<file path="src/rtl/uart_rx_buffer_if.sv">
// Byte-buffer host/receiver signal bundle for uart_rx_buffer.
// slave = buffer side, master = receiver/host side.
interface uart_rx_buffer_if #(
  parameter int unsigned DATA_W = 8,
  parameter int unsigned ADDR_W = 4
);
  logic [DATA_W-1:0] rx_data;
  logic              rx_done;
  logic              rd_en;
  logic              clr_err;
  logic [DATA_W-1:0] rd_data;
  logic              rd_valid;
  logic              empty;
  logic              full;
  logic [ADDR_W:0]   count;
  logic              overrun;

  modport slave (
    input  rx_data, rx_done, rd_en, clr_err,
    output rd_data, rd_valid, empty, full, count, overrun
  );

  modport master (
    output rx_data, rx_done, rd_en, clr_err,
    input  rd_data, rd_valid, empty, full, count, overrun
  );
endinterface

</file>
<file path="src/rtl/uart_rx_buffer.sv">
// Circular receive FIFO between the UART receiver and a host reader, with sticky overrun.
// Define UART_RX_BUFFER_OVERWRITE_EN to overwrite the oldest byte on overrun instead of dropping.
module uart_rx_buffer #(
  parameter int unsigned DATA_W = 8,
  parameter int unsigned DEPTH  = 16,
  parameter int unsigned ADDR_W = 4
) (
  input logic             p_clk,
  input logic             reset,
  uart_rx_buffer_if.slave bus
);

  logic [DATA_W-1:0] mem_q [DEPTH];
  logic [ADDR_W-1:0] wr_ptr_q, wr_ptr_d;
  logic [ADDR_W-1:0] rd_ptr_q, rd_ptr_d;
  logic [ADDR_W:0]   count_q, count_d;
  logic [DATA_W-1:0] rd_data_q, rd_data_d;
  logic              rd_valid_q, rd_valid_d;
  logic              overrun_q, overrun_d;
  logic              rx_done_q;

  logic empty, full;
  logic wr_stb, rd_accept, wr_accept, ovr_evt, mem_we;

  assign empty = (count_q == '0);
  assign full  = (count_q == (ADDR_W+1)'(DEPTH));

  always_comb begin
    wr_stb    = bus.rx_done & ~rx_done_q;
    rd_accept = bus.rd_en & ~empty;
    // A read in the same cycle frees a slot, so only an unpaired write to a full FIFO overruns.
    ovr_evt   = wr_stb & full & ~rd_accept;
    wr_accept = wr_stb & ~ovr_evt;
`ifdef UART_RX_BUFFER_OVERWRITE_EN
    mem_we    = wr_stb;
`else
    mem_we    = wr_accept;
`endif
  end

  always_comb begin
    wr_ptr_d   = wr_ptr_q;
    rd_ptr_d   = rd_ptr_q;
    count_d    = count_q;
    rd_data_d  = rd_data_q;
    rd_valid_d = rd_accept;
    overrun_d  = overrun_q;

    if (mem_we) wr_ptr_d = wr_ptr_q + ADDR_W'(1);
    if (rd_accept) begin
      rd_ptr_d  = rd_ptr_q + ADDR_W'(1);
      rd_data_d = mem_q[rd_ptr_q];
    end
`ifdef UART_RX_BUFFER_OVERWRITE_EN
    // Overwriting the oldest slot drops it, so the read side skips past it.
    if (ovr_evt) rd_ptr_d = rd_ptr_q + ADDR_W'(1);
`endif

    unique case ({wr_accept, rd_accept})
      2'b10:   count_d = count_q + (ADDR_W+1)'(1);
      2'b01:   count_d = count_q - (ADDR_W+1)'(1);
      default: count_d = count_q;
    endcase

    if (ovr_evt)          overrun_d = 1'b1;
    else if (bus.clr_err) overrun_d = 1'b0;
  end

  always_ff @(posedge p_clk) begin
    if (reset) begin
      wr_ptr_q   <= '0;
      rd_ptr_q   <= '0;
      count_q    <= '0;
      rd_data_q  <= '0;
      rd_valid_q <= 1'b0;
      overrun_q  <= 1'b0;
      rx_done_q  <= 1'b1;
    end else begin
      wr_ptr_q   <= wr_ptr_d;
      rd_ptr_q   <= rd_ptr_d;
      count_q    <= count_d;
      rd_data_q  <= rd_data_d;
      rd_valid_q <= rd_valid_d;
      overrun_q  <= overrun_d;
      rx_done_q  <= bus.rx_done;
    end
  end

  always_ff @(posedge p_clk) begin
    if (!reset && mem_we) mem_q[wr_ptr_q] <= bus.rx_data;
  end

  assign bus.rd_data  = rd_data_q;
  assign bus.rd_valid = rd_valid_q;
  assign bus.empty    = empty;
  assign bus.full     = full;
  assign bus.count    = count_q;
  assign bus.overrun  = overrun_q;

endmodule

</file>
<file path="src/flat_wrapper.sv">
// flat-port wrapper written by rule: the top's interface ports become plain ports
module uart_rx_buffer_flat 
#(
  parameter int unsigned DATA_W = 8,
  parameter int unsigned DEPTH  = 16,
  parameter int unsigned ADDR_W = 4
)
  (p_clk, reset, bus_rx_data, bus_rx_done, bus_rd_en, bus_clr_err, bus_rd_data, bus_rd_valid, bus_empty, bus_full, bus_count, bus_overrun);
  uart_rx_buffer_if #(.DATA_W(DATA_W), .ADDR_W(ADDR_W)) bus_i ();
  input logic p_clk;
  input logic reset;
  input wire logic [$bits(bus_i.rx_data)-1:0] bus_rx_data;
  input wire logic [$bits(bus_i.rx_done)-1:0] bus_rx_done;
  input wire logic [$bits(bus_i.rd_en)-1:0] bus_rd_en;
  input wire logic [$bits(bus_i.clr_err)-1:0] bus_clr_err;
  output wire logic [$bits(bus_i.rd_data)-1:0] bus_rd_data;
  output wire logic [$bits(bus_i.rd_valid)-1:0] bus_rd_valid;
  output wire logic [$bits(bus_i.empty)-1:0] bus_empty;
  output wire logic [$bits(bus_i.full)-1:0] bus_full;
  output wire logic [$bits(bus_i.count)-1:0] bus_count;
  output wire logic [$bits(bus_i.overrun)-1:0] bus_overrun;
  assign bus_i.rx_data = bus_rx_data;
  assign bus_i.rx_done = bus_rx_done;
  assign bus_i.rd_en = bus_rd_en;
  assign bus_i.clr_err = bus_clr_err;
  assign bus_rd_data = bus_i.rd_data;
  assign bus_rd_valid = bus_i.rd_valid;
  assign bus_empty = bus_i.empty;
  assign bus_full = bus_i.full;
  assign bus_count = bus_i.count;
  assign bus_overrun = bus_i.overrun;
  uart_rx_buffer #(.DATA_W(DATA_W), .DEPTH(DEPTH), .ADDR_W(ADDR_W)) u_core (.p_clk(p_clk), .reset(reset), .bus(bus_i));
endmodule
</file>
<file path="config.mk">
export PLATFORM = sky130hd
export DESIGN_NAME = uart_rx_buffer_flat
export DESIGN_NICKNAME = d
export VERILOG_FILES = /design/src/rtl/uart_rx_buffer_if.sv /design/src/rtl/uart_rx_buffer.sv /design/src/flat_wrapper.sv
export SDC_FILE = /design/constraint.sdc
export NUM_CORES = 1
export LEC_CHECK = 0
export ABC_AREA = 0
export CORE_UTILIZATION = 45
export CTS_CLUSTER_SIZE = 25
export DETAILED_ROUTE_END_ITERATION = 10
export MAX_ROUTING_LAYER = met4
export PLACE_DENSITY = 0.62
export RECOVER_POWER = 100
export SYNTH_ARGS = -nofsm -noshare
export SYNTH_HDL_FRONTEND = slang
export SYNTH_SLANG_ARGS = --single-unit
</file>
<file path="constraint.sdc">
create_clock -name p_clk -period 4.3 [get_ports p_clk]
set_input_delay 0.645 -clock p_clk [delete_from_list [all_inputs] [get_ports p_clk]]
set_output_delay 0.645 -clock p_clk [all_outputs]
set_load 0.005 [all_outputs]
</file>
# == After elaboration in Yosys (flattened, before gate mapping) ==
# Memory sizes are Yosys's and may differ from the RTL's. A register that Yosys moved wholly into a read port is not among the register bits.
# Index checks and enable logic that the tools add are counted.
# Widths: inputs -> output; s select.
# op_classes
addsub,4
n_mul,0
div,0
n_lt_le_gt_ge,0
eq_ne,3
shifts,0
mux,5
bitwise,9
reduce_logical,5
# ops
operator,n
$pmux 5 s2,1
$add 4x1->4 const B,2
$add 5x1->5 const B,1
$and 1x1->1,5
$eq 5x5->1 const B,1
$logic_not 5->1,1
$sub 5x1->5 const B,1
$mux 1,4
$not 1->1,4
$reduce_bool 2->1,2
$eq 2x1->1 const B,1
$eq 2x2->1 const B,1
$logic_and 1x1->1,1
$logic_not 1->1,1
# word_totals
register_bits,16
latchBits,0
mem_bits_rw,128
mem_bits_ro,0
in_bits,13
out_inout_bits,17
word_cells,33
memories,1
# mem_list
memory,depth,word_bits,read_ports,rd_ports_with_merged_regs,write_ports,line,text
u_core.mem_q,16,8,1,1,1,uart_rx_buffer.sv:13,logic [DATA_W-1:0] mem_q [DEPTH];

# == Longest topological paths before layout ==
# depth
word_depth,10
mapped_depth,10
depth_no_buf,8

# == Worst setup path after synthesis ==
# No wires, ideal clock.
# synth_path
path_kind,reg2reg
start,register u_core.count_q[0] (netlist: u_core.bus.count[0])
end,register u_core.count_q[4] (netlist: u_core.bus.count[4])
setup_time_ns,0.134
t_arrival_ns,2.822
required_ns,4.166
slack_ns,1.344
path_stages_with_launch,11
path_buffers,2
synth_period_minus_slack_ns,2.956
path_cell_list,dfxtp_1 > or4_4 > buf_6 > o21ai_2 > buf_4 > nor2_1 > fa_1 > a21o_1 > a21oi_1 > a2111oi_0 > or4_1
# synth_via
elab_chain_cells,9
word_cells_on_any_way,15
classes_between,add/sub: 2; eq/ne: 3; mux: 1; bitwise: 7; reduce/logical: 2
# synth_rtl
element,line,text
"start, declared",uart_rx_buffer.sv:16,"logic [ADDR_W:0] count_q, count_d;"
"start signal, assigned",uart_rx_buffer.sv:81,count_q <= count_d;
$logic_not 5->1,uart_rx_buffer.sv:25,assign empty = (count_q == '0);
$not 1->1,uart_rx_buffer.sv:30,rd_accept = bus.rd_en & ~empty;
$and 1x1->1,uart_rx_buffer.sv:30,
$not 1->1,uart_rx_buffer.sv:32,ovr_evt = wr_stb & full & ~rd_accept;
$and 1x1->1,uart_rx_buffer.sv:32,
$not 1->1,uart_rx_buffer.sv:33,wr_accept = wr_stb & ~ovr_evt;
$and 1x1->1,uart_rx_buffer.sv:33,
$eq 2x1->1 / $eq 2x2->1 (equally long branches),uart_rx_buffer.sv:59,"unique case ({wr_accept, rd_accept})"
$pmux 5 s2 / $reduce_bool 2->1 (equally long branches),--,
# Parallel ways exist; a longest one is shown, timed or not.
# A chain may end at the register's enable or synchronous reset.

# == Final worst setup path ==
# Same ends and word-level chain as after synthesis.

==> impl_metrics.toml <==
[route]
vias = 3342
remaining_drc_errors = 0
antenna_left = 0
wirelength_um = 12400
route.detailed.wl_per_inst_um = 20.5
dr.pass1.iters = 4
drt_iter0_drc = 256
vias_per_cell = 5.54

[placement]
gp_congestion = 0.818
io_buffers = 29
hpwl_um = 8050

[clocking]
cts_sinks = 152
cts.clk_slew.worst_paths_ns = 0.07
cts_resized = 0
clock_latency_ns = 0.42
cts_buffers = 17
tritoncts = "done"
htreeDepth = 4
root_buffer = "clkbuf_16"
cts_hold_buffers = 0
cts.path.max_buffers = 2
post_cts.repair.setup_buffers = 0

[yosys]
yosysSeqAreaShare = 0.699
synth_cell_type_count = 49
synth_warnings = 0
ys_ff_latch = 152
avgSynthCellArea_um2 = 16.2
synth_ff_type = "edfxtp_1"
synth_cells = 383
synthArstFlopShare = 0
netlist_area_um2 = 6190
synth_edf_count = 128
syn_nets = 405

[floorplanning]
floorplan.die_area_um2 = 14200
coreArea_um2 = 13300
num_rows = 42
die_y_um = 119
floorplan.initialDensity = 0.463
die_w_um = 119
pin_count = 30

[setup_path]
worstPathArrival_ns = 3.94
worst_setup_path_start_kind = "register"
cp-end-kind = "register"
path_max_fanout = 13
cp.required_ns = 4.60
worstSetupPathType = "reg2reg"

[run_status]
violations = "max-capacitance violations, max-slew violations"
status = "finished, violations left"

[grt]
grt_use_total = 0.194
grt_pass1_wl_um = 19200
grt_pass1_vias = 3319
gr-total-overflow = 0
grt_max_degree = 33
antenna_found_initial = 0

[cells_and_area]
nets = 436
antenna_cells = 0
drive_gt1_frac = 0.136
syn2layout_area_growth_pct = 16.4

[hold_path]
hp-class = "reg2reg"

[timing]
fmax_ghz = 0.275
skew_ns = 0.0104
worstMarginPinSlew_ns = 1.62
period_share = 0.847
fin_tns_setup_ns = 0
setup_violations = 0
finalCriticalPeriod_ns = 3.64
slew_headroom = -0.0827
rsz0062_at_grt = "no"
slew_viol_final = 30
hold_viol_final = 0

[power_and_ir_drop]
leakage_nw = 2.32
total_power_mw = 3.91
ir_drop_uv = 303
power_density_nw_per_um2 = 543

[flow_run]
maxCapViolCount = 1
flip-flops by register name, indices dropped and copies added, names as in the netlist:
register / flops
u_core.bus.overrun: 1
u_core.bus.rd_data: 8
u_core.wr_ptr_q: 4
u_core.mem_q: 128
u_core.bus.rd_valid: 1
u_core.rd_ptr_q: 4
u_core.rx_done_q: 1
u_core.bus.count: 5
final timing paths:
kind                                       startpoint                     to  slack (ns)  cells after the start
worst max register to register    u_core.bus.count[0]    u_core.bus.count[4]        0.66                      8
worst min-delay path            u_core.bus.rd_data[2]  u_core.bus.rd_data[2]        0.49                      2
worst min register to register  u_core.bus.rd_data[2]  u_core.bus.rd_data[2]        0.49                      2
worst max-delay path              u_core.bus.count[0]    u_core.bus.count[4]        0.66                      8
cells in the final DEF, fill, tap and decap left out, types with 3 or more instances in the layout:
cell type,synthesis,layout
a21oi_1,3,3
dfxtp_1,24,24
dlygate4sd3_1,0,26
nor4_1,8,8
clkinv_8,0,3
inv_1,6,6
clkbuf_16,0,17
mux4_2,16,16
mux2i_1,35,35
edfxtp_1,128,128
or3_1,3,3
nor2b_1,4,4
clkdlybuf4s50_1,0,3
nor3_1,11,11
inv_6,0,3
o22ai_1,16,16
nand3_1,4,4
inv_8,0,5
xnor2_1,5,5
nand2b_1,5,5
nand2_1,9,9
a22o_1,7,7
nor2_1,39,39
ha_1,8,8
where the power goes:
| group | switching (mW) | internal [mW] | leakage [nW] |
|---|---|---|---|
| sequential | 0.0483 | 1.64 | 1.35 |
| clock | 0.673 | 0.786 | 0.290 |
| combinational | 0.414 | 0.346 | 0.686 |
| total | 1.14 | 2.78 | 2.32 |
critical path, cell delays in order, from the launching register on:
cell,delay (ns)
dfxtp_1,0.37
or4_1,0.76
o21ai_2,0.57
nor2_1,0.24
fa_1,0.45
a21o_1,0.20
a21oi_1,0.28
a2111oi_0,0.10
or4_1,0.57
cell families (layout without fill, tap and decap cells):
| logic type | Yosys count | count (layout) | synth area share |
|---|---|---|---|
| flops | 152 | 152 | 0.699 |
| simple gates | 94 | 94 | 0.0759 |
| mux | 55 | 55 | 0.127 |
| compound gates | 41 | 41 | 0.0506 |
| buf+inv | 26 | 70 | 0.0196 |
| fa+ha+maj | 9 | 9 | 0.0194 |
| xor+xnor | 6 | 6 | 0.00850 |
metal layers:
layer  global-route usage  part of all wire  up-vias
met1                0.240              0.42     1657
met5                    -                 0        -
met2                0.307              0.50      125
met3               0.0469             0.071        6
li1                     -                 -     1554
met4               0.0767            0.0069        0
stage by stage:
step | hold slack, ns | std cells | worst slack (ns) | area, um^2 | utilization
4_1_cts | 0.494 | 603 | 0.845 | 7220 | 0.541
2_1_floorplan | 0.476 | 383 | 1.34 | 6190 | -
6_report | 0.489 | 603 | 0.659 | 7200 | 0.539
3_3_place_gp | 0.484 | 571 | 0.898 | 6620 | 0.496
5_1_grt | 0.505 | 603 | 0.434 | 7200 | 0.539
3_5_place_dp | 0.480 | 571 | 0.736 | 6620 | 0.496
cell usage after synthesis, types with 3 or more instances:
master    instances  area, um^2
edfxtp_1        128        3840
or3_1             3        18.8
a22o_1            7        61.3
nor3_1           11        55.1
nand3_1           4        20.0
dfxtp_1          24         480
nor4_1            8        50.1
nand2b_1          5        31.3
clkbuf_1          7        26.3
ha_1              8         100
buf_2             7        35.0
a21oi_1           3        15.0
inv_1             6        22.5
mux2i_1          35         350
buf_1             3        11.3
nor2_1           39         146
mux4_2           16         360
nor2b_1           4        25.0
xnor2_1           5        43.8
nand2_1           9        33.8
o22ai_1          16         100
area by class of cell:
| type | count | area, um^2 |
|---|---|---|
| clock buffer | 17 | 425 |
| clock inverter | 15 | 173 |
| fill | 1071 | 6150 |
| inverter | 6 | 22.5 |
| multi-input combinational | 205 | 1730 |
| sequential | 152 | 4320 |
| tap | 176 | 220 |
| timing repair buffer | 32 | 307 |
No activity file was read; power rests on OpenSTA's default activity.
